[src/rtl/calc_seq_pkg.sv]
`default_nettype none
// ----------------------------------------------------------------------------
// calc_seq_pkg - op encodings and sequencer state type
// Rev 1.0
// ----------------------------------------------------------------------------
package calc_seq_pkg;

  localparam logic [1:0] OP_ADD  = 2'b00;
  localparam logic [1:0] OP_SUB  = 2'b01;
  localparam logic [1:0] OP_MUL2 = 2'b10;
  localparam logic [1:0] OP_DIV2 = 2'b11;

  typedef enum logic [2:0] {
    ST_IDLE   = 3'd0,
    ST_SETUP  = 3'd1,
    ST_FIRE   = 3'd2,
    ST_SETTLE = 3'd3,
    ST_CHECK  = 3'd4,
    ST_HALT   = 3'd5
  } state_e;

endpackage
`default_nettype wire

[src/rtl/calc_op_sequencer_if.sv]
`default_nettype none
// ----------------------------------------------------------------------------
// calc_op_sequencer_if - command, control and datapath-side signals
// Rev 1.0
// ----------------------------------------------------------------------------
interface calc_op_sequencer_if #(
  parameter int DEPTH = 8
);
  localparam int FW = $clog2(DEPTH) + 1;

  logic          cmd_valid;
  logic          cmd_ready;
  logic [1:0]    cmd_op;
  logic [7:0]    cmd_data;
  logic          run;
  logic          abort;
  logic          dp_err;
  logic [1:0]    dp_op_sel;
  logic [7:0]    dp_data;
  logic          dp_calc;
  logic          busy;
  logic          halted;
  logic          done;
  logic [FW-1:0] fill;
  logic [7:0]    exec_count;

  modport master (
    output cmd_valid, cmd_op, cmd_data, run, abort, dp_err,
    input  cmd_ready, dp_op_sel, dp_data, dp_calc, busy, halted, done, fill, exec_count
  );

  modport slave (
    input  cmd_valid, cmd_op, cmd_data, run, abort, dp_err,
    output cmd_ready, dp_op_sel, dp_data, dp_calc, busy, halted, done, fill, exec_count
  );

endinterface
`default_nettype wire

[src/rtl/calc_cmd_fifo.sv]
`default_nettype none
// ----------------------------------------------------------------------------
// calc_cmd_fifo - command FIFO with flush and a peek at the entry after head
// Rev 1.0
// ----------------------------------------------------------------------------
module calc_cmd_fifo #(
  parameter int DEPTH = 8,
  parameter int WIDTH = 10
) (
  input  logic                       clk_i,
  input  logic                       reset_i,
  input  logic                       push_i,
  input  logic                       pop_i,
  input  logic                       flush_i,
  input  logic [WIDTH-1:0]           data_i,
  output logic [WIDTH-1:0]           head_o,
  output logic [WIDTH-1:0]           next_o,
  output logic                       full_o,
  output logic                       empty_o,
  output logic [$clog2(DEPTH):0]     fill_o
);
  localparam int AW = $clog2(DEPTH);
  localparam int FW = AW + 1;

  logic [WIDTH-1:0] mem_q [DEPTH];
  logic [AW-1:0]    wr_q;
  logic [AW-1:0]    rd_q;
  logic [FW-1:0]    fill_q;
  logic             push_d;
  logic             pop_d;

  // Flush wins over a same-cycle push or pop.
  assign push_d = push_i && !full_o && !flush_i;
  assign pop_d  = pop_i && !empty_o && !flush_i;

  always_ff @(posedge clk_i or posedge reset_i) begin
    if (reset_i) begin
      wr_q   <= '0;
      rd_q   <= '0;
      fill_q <= '0;
    end else if (flush_i) begin
      wr_q   <= '0;
      rd_q   <= '0;
      fill_q <= '0;
    end else begin
      if (push_d) wr_q <= wr_q + AW'(1);
      if (pop_d)  rd_q <= rd_q + AW'(1);
      fill_q <= fill_q + FW'(push_d) - FW'(pop_d);
    end
  end

  always_ff @(posedge clk_i) begin
    if (push_d) mem_q[wr_q] <= data_i;
  end

  assign head_o  = mem_q[rd_q];
  assign next_o  = mem_q[rd_q + AW'(1)];
  assign full_o  = (fill_q == FW'(DEPTH));
  assign empty_o = (fill_q == '0);
  assign fill_o  = fill_q;

endmodule
`default_nettype wire

[src/rtl/calc_op_sequencer.sv]
`default_nettype none
// ----------------------------------------------------------------------------
// calc_op_sequencer - replays queued (op, operand) commands onto the
// accumulator datapath with setup/settle spacing; halts on first error.
// Rev 1.0
// ----------------------------------------------------------------------------
module calc_op_sequencer
  import calc_seq_pkg::*;
#(
  parameter int DEPTH  = 8,
  parameter int SETUP  = 3,
  parameter int SETTLE = 2
) (
  input  logic               clk_i,
  input  logic               reset_i,
  calc_op_sequencer_if.slave bus
);
  localparam int FW      = $clog2(DEPTH) + 1;
  localparam int CNT_MAX = (SETUP > SETTLE) ? SETUP : SETTLE;
  localparam int CW      = (CNT_MAX > 1) ? $clog2(CNT_MAX) : 1;
  localparam logic [CW-1:0] SETUP_LAST  = CW'(SETUP - 1);
  localparam logic [CW-1:0] SETTLE_LAST = CW'(SETTLE - 1);

  state_e        state_q;
  logic [CW-1:0] cnt_q;
  logic [1:0]    op_q;
  logic [7:0]    data_q;
  logic          calc_q;
  logic          done_q;
  logic [7:0]    exec_q;

  logic          push_d;
  logic          pop_d;
  logic          flush_d;
  logic [9:0]    head_w;
  logic [9:0]    next_w;
  logic          full_w;
  logic          empty_w;
  logic [FW-1:0] fill_w;

  assign bus.cmd_ready = !full_w && (state_q != ST_HALT);
  assign push_d  = bus.cmd_valid && bus.cmd_ready;
  assign flush_d = bus.abort || ((state_q == ST_CHECK) && bus.dp_err);
  assign pop_d   = (state_q == ST_CHECK) && !bus.dp_err && !bus.abort;

  calc_cmd_fifo #(
    .DEPTH (DEPTH),
    .WIDTH (10)
  ) u_fifo (
    .clk_i   (clk_i),
    .reset_i (reset_i),
    .push_i  (push_d),
    .pop_i   (pop_d),
    .flush_i (flush_d),
    .data_i  ({bus.cmd_op, bus.cmd_data}),
    .head_o  (head_w),
    .next_o  (next_w),
    .full_o  (full_w),
    .empty_o (empty_w),
    .fill_o  (fill_w)
  );

  always_ff @(posedge clk_i or posedge reset_i) begin
    if (reset_i) begin
      state_q <= ST_IDLE;
      cnt_q   <= '0;
      op_q    <= '0;
      data_q  <= '0;
      calc_q  <= 1'b0;
      done_q  <= 1'b0;
      exec_q  <= '0;
    end else begin
      calc_q <= 1'b0;
      done_q <= 1'b0;
      if (bus.abort) begin
        state_q <= ST_IDLE;
        exec_q  <= '0;
      end else begin
        case (state_q)
          ST_IDLE: begin
            // A stale datapath error blocks launching anything.
            if (!empty_w && bus.run) begin
              if (bus.dp_err) begin
                state_q <= ST_HALT;
              end else begin
                state_q <= ST_SETUP;
                cnt_q   <= SETUP_LAST;
                op_q    <= head_w[9:8];
                data_q  <= head_w[7:0];
              end
            end
          end
          ST_SETUP: begin
            if (cnt_q == '0) begin
              state_q <= ST_FIRE;
              calc_q  <= 1'b1;
            end else begin
              cnt_q <= cnt_q - CW'(1);
            end
          end
          ST_FIRE: begin
            state_q <= ST_SETTLE;
            cnt_q   <= SETTLE_LAST;
          end
          ST_SETTLE: begin
            if (cnt_q == '0) state_q <= ST_CHECK;
            else             cnt_q   <= cnt_q - CW'(1);
          end
          ST_CHECK: begin
            if (bus.dp_err) begin
              state_q <= ST_HALT;
            end else begin
              if (exec_q != 8'hFF) exec_q <= exec_q + 8'd1;
              // The head is popped this edge, so the next command is one behind it.
              if ((fill_w > FW'(1)) && bus.run) begin
                state_q <= ST_SETUP;
                cnt_q   <= SETUP_LAST;
                op_q    <= next_w[9:8];
                data_q  <= next_w[7:0];
              end else begin
                state_q <= ST_IDLE;
                done_q  <= (fill_w == FW'(1)) && !push_d;
              end
            end
          end
          ST_HALT: state_q <= ST_HALT;
          default: state_q <= ST_IDLE;
        endcase
      end
    end
  end

  assign bus.dp_op_sel  = op_q;
  assign bus.dp_data    = data_q;
  assign bus.dp_calc    = calc_q && !bus.abort;
  assign bus.busy       = (state_q != ST_IDLE) && (state_q != ST_HALT);
  assign bus.halted     = (state_q == ST_HALT);
  assign bus.done       = done_q;
  assign bus.fill       = fill_w;
  assign bus.exec_count = exec_q;

endmodule
`default_nettype wire

[src/flat_wrapper.sv]
// flat-port wrapper written by rule: the top's interface ports become plain ports
module calc_op_sequencer_flat import calc_seq_pkg::*;
#(
  parameter int DEPTH  = 8,
  parameter int SETUP  = 3,
  parameter int SETTLE = 2
)
  (clk_i, reset_i, bus_cmd_valid, bus_cmd_op, bus_cmd_data, bus_run, bus_abort, bus_dp_err, bus_cmd_ready, bus_dp_op_sel, bus_dp_data, bus_dp_calc, bus_busy, bus_halted, bus_done, bus_fill, bus_exec_count);
  calc_op_sequencer_if #(.DEPTH(DEPTH)) bus_i ();
  input  logic clk_i;
  input  logic reset_i;
  input wire logic [$bits(bus_i.cmd_valid)-1:0] bus_cmd_valid;
  input wire logic [$bits(bus_i.cmd_op)-1:0] bus_cmd_op;
  input wire logic [$bits(bus_i.cmd_data)-1:0] bus_cmd_data;
  input wire logic [$bits(bus_i.run)-1:0] bus_run;
  input wire logic [$bits(bus_i.abort)-1:0] bus_abort;
  input wire logic [$bits(bus_i.dp_err)-1:0] bus_dp_err;
  output wire logic [$bits(bus_i.cmd_ready)-1:0] bus_cmd_ready;
  output wire logic [$bits(bus_i.dp_op_sel)-1:0] bus_dp_op_sel;
  output wire logic [$bits(bus_i.dp_data)-1:0] bus_dp_data;
  output wire logic [$bits(bus_i.dp_calc)-1:0] bus_dp_calc;
  output wire logic [$bits(bus_i.busy)-1:0] bus_busy;
  output wire logic [$bits(bus_i.halted)-1:0] bus_halted;
  output wire logic [$bits(bus_i.done)-1:0] bus_done;
  output wire logic [$bits(bus_i.fill)-1:0] bus_fill;
  output wire logic [$bits(bus_i.exec_count)-1:0] bus_exec_count;
  assign bus_i.cmd_valid = bus_cmd_valid;
  assign bus_i.cmd_op = bus_cmd_op;
  assign bus_i.cmd_data = bus_cmd_data;
  assign bus_i.run = bus_run;
  assign bus_i.abort = bus_abort;
  assign bus_i.dp_err = bus_dp_err;
  assign bus_cmd_ready = bus_i.cmd_ready;
  assign bus_dp_op_sel = bus_i.dp_op_sel;
  assign bus_dp_data = bus_i.dp_data;
  assign bus_dp_calc = bus_i.dp_calc;
  assign bus_busy = bus_i.busy;
  assign bus_halted = bus_i.halted;
  assign bus_done = bus_i.done;
  assign bus_fill = bus_i.fill;
  assign bus_exec_count = bus_i.exec_count;
  calc_op_sequencer #(.DEPTH(DEPTH), .SETUP(SETUP), .SETTLE(SETTLE)) u_core (.clk_i(clk_i), .reset_i(reset_i), .bus(bus_i));
endmodule
[config.mk]
export PLATFORM = sky130hd
export DESIGN_NAME = calc_op_sequencer_flat
export DESIGN_NICKNAME = d
export VERILOG_FILES = /design/src/rtl/calc_seq_pkg.sv /design/src/rtl/calc_op_sequencer_if.sv /design/src/rtl/calc_cmd_fifo.sv /design/src/rtl/calc_op_sequencer.sv /design/src/flat_wrapper.sv
export SDC_FILE = /design/constraint.sdc
export NUM_CORES = 1
export LEC_CHECK = 0
export CAP_MARGIN = 10
export CORE_MARGIN = 2
export CORE_UTILIZATION = 40
export CTS_BUF_LIST = sky130_fd_sc_hd__clkbuf_4
export CTS_CLUSTER_DIAMETER = 120
export DETAILED_ROUTE_END_ITERATION = 7
export PLACE_DENSITY = 0.64
export SLEW_MARGIN = 20
export SYNTH_ARGS = -nofsm -noshare
export SYNTH_HDL_FRONTEND = slang
export SYNTH_SLANG_ARGS = --single-unit
[constraint.sdc]
create_clock -name clk_i -period 2.95 [get_ports clk_i]
set_clock_uncertainty 0.1 [all_clocks]
set_input_delay 0.295 -clock clk_i [delete_from_list [all_inputs] [get_ports clk_i]]
set_output_delay 0.295 -clock clk_i [all_outputs]
set_load 0.01 [all_outputs]
==> results.md <==
* Worst skew pair latency at 0.52 ns
* CP Class: reg -> reg
* Clk pwr share at 30.2%
* Die height at 122 um
* Tot Pwr at 4.33 mW
* Die ar. at 14800 um2
* Setup violations, final at 0
* Ports at 43
* Share of power burned in registers at 46.5%
* Async S/R FF share, synth at 30.4%
* IO buf count at 42
* CTS HTree Levels at 4
* Clock Path Buffers at 2
* Tot GR Track Use at 17.4%
* Switching portion of total power at 28.3%
* Cell count after synthesis at 369
* Syn_nets at 396
* Finished layout cell area at 6600 um2
* Vias in the first global route at 3596
* Antenna violations before repair at 0
* Clock net sink count at 115
* Slew headroom at 59.9%
* Rows at 43
* Routed WL per cell at 19.0 um
* Gr ovfl total at 0
* Setup WS pre-CTS at 0.230 ns
* Area post-placement at 6270 um2
* Power Internal at 3.10 mW
* Hpwl dp at 7550 um
* Flops & latches, synth at 115
* Minimum clock period at 2.70 ns
* Avg Inst Size Synth at 15.0 um2
* # DRC at 0
* WHS at 0.0945 ns
* Final Max Tran Viols at 0
* Outcome: complete, no violations
* Vias at 3460
* Comb power frac at 23.3%
* Cell area power density at 656 nW/um2
* Post_cts resized at 0
* Iter 0 DRT Violations at 288
* CP Launch Type: flop
* Layout cell share with drive strength beyond 1 at 25.3%
* Leak at 2.30 nW
* Required @ worst endpoint at 3.26 ns
* Mapped cell area at 5550 um2
* Most frequent cells in the layout: edfxtp_1, clkdlybuf4s50_1, mux4_2
* Layout area overhead at 19.0%
* CTS tree: built
* Hold crit path type: in -> async
* Largest net degree at the start of global routing at 36
* Dpl cells at 591
* Post-synth EDFFs at 80
* Slew @ Worst Pin at 0.593 ns
* Clock Tree Root: clkbuf_4
* Sequential fraction of the synthesis area at 59.1%
* MaxCap Viol Count at 0
* Antenna cells at 0
* Sw power at 1.22 mW
* Clock transition at path regs at 0.12 ns
* VDD IR max at 0.000231 V
* Initial core utilization at 40.4%
* Cts hold-fix bufs at 0
* Critical path capture point type: flop
* Final hold vios at 0
* Fin nets at 457
* CP max FO at 5
* Core Util, Final at 48.1%
* Number of distinct library cells after synthesis at 49
* Final Worst Setup Slack at 0.252 ns
* Final non-filler cell total at 623
* Global-route wire length before repair at 19000 um
* Die outline width at 122 um
* RSZ-0062 raised after global routing: false
* Setup Fix Bufs, Post-CTS at 0
* Final GP Congestion at 0.781
* Pre-antenna DRT Iters at 6
* Data arrival, critical path at 3.01 ns
* Inserted Clock Buffers at 17
* DR vias/cell at 5.55
* Main synth FF type: edfxtp_1
* Leading cell type in the layout, fill and taps excluded: edfxtp_1
* Fmax at 371 MHz
* Final TNS setup at 0 ns
* Core ar. at 13700 um2
* Yosys Warn Count at 0
* Period utilization at 91.5%
* Post-Route WL at 11800 um
* Antenna Nets Post-Route at 0
[power by group through the flow]
stage               Sequential [mW]  Combinational [mW]  Clock, mW
global route                   2.04                1.12       1.41
detailed placement             2.05                1.02          0
CTS                            2.02                1.02       1.34
floorplan                      2.05               0.571          0
finish                         2.01                1.01       1.31
global placement               2.05                1.00          0
[worst paths after layout]
kind / slack [ns] / to / startpoint / cells past startpoint
max in group asynchronous: 2.26 / u_core.u_fifo.rd_q[0] / reset_i / 3
setup / recovery: 0.25 / u_core.u_fifo.fill_o[1] / u_core.u_fifo.fill_o[2] / 10
hold reg to reg: 0.46 / u_core.cnt_q[0] / u_core.cnt_q[0] / 1
setup reg to reg: 0.25 / u_core.u_fifo.fill_o[1] / u_core.u_fifo.fill_o[2] / 10
hold / removal: 0.09 / u_core.bus.exec_count[1] / reset_i / 3
min in group clk_i: 0.41 / u_core.u_fifo.mem_q[0][2] / bus_cmd_data[2] / 1
[Yosys cell counts (all sizes together) (3+ instances only)]
cell    count  area, um2
a21oi       8       40.0
a22oi      10       75.1
a31oi      10       62.6
and2        4       25.0
buf         9       50.0
clkbuf     14       52.6
dfrtp      35        876
edfxtp     80       2400
ha         10        125
inv        12       45.0
mux2       12        135
mux2i       5       50.1
mux4       40        901
nand2      22       82.6
nand2b      3       18.8
nand3       3       15.0
nand4       3       18.8
nor2       35        131
nor3        5       36.3
o21ai       5       25.0
or3b        3       26.3
xnor2       9       78.8
xor2        3       26.3
[logic make-up (layout without fill, tap and decap cells)]
| kind of cell | count (synthesis) | in the layout | share of synthesized area [%] |
|---|---|---|---|
| flip-flops | 115 | 115 | 59.1 |
| AND/OR/NAND/NOR | 94 | 94 | 8.46 |
| multiplexers | 57 | 57 | 19.6 |
| AO/OA/AOI/OAI | 45 | 45 | 5.68 |
| buffers and inverters | 35 | 109 | 2.66 |
| XOR/XNOR | 12 | 12 | 1.90 |
| adder cells (fa/ha/maj) | 11 | 11 | 2.62 |
[layer usage]
layer | up-vias | wire length [um] | global-route usage [%]
met4 | 0 | 179 | 6.11
met2 | 94 | 6220 | 30.2
met3 | 17 | 609 | 4.35
li1 | 1572 | - | -
met5 | - | 0 | 0
met1 | 1777 | 4820 | 21.1
[cell type report]
cell class	count	area, um2
clock inverter	12	181
fill	1176	7120
sequential	115	3280
multi-input combinational	219	2130
clock buffer	20	150
inverter	12	45.0
timing repair buffer	65	593
tap	180	225
[critical path, cell delays in order (launching register included)]
cell	delay [ns]
dfrtp_1	0.40
inv_1	0.10
ha_1	0.15
or3b_2	0.48
and3_1	0.27
nand2_1	0.09
ha_1	0.22
inv_1	0.06
ha_1	0.18
fa_1	0.42
and2_1	0.14
[registers in the layout (all words and copies together) (netlist names), 2 cells and up]
register,count
u_core.bus.exec_count,8
u_core.cnt_q,2
u_core.bus.dp_data,8
u_core.u_fifo.wr_q,3
u_core.u_fifo.fill_o,4
u_core.state_q,3
u_core.bus.dp_op_sel,2
u_core.u_fifo.rd_q,3
u_core.u_fifo.mem_q,80
Power figures use the tool's default switching activity.
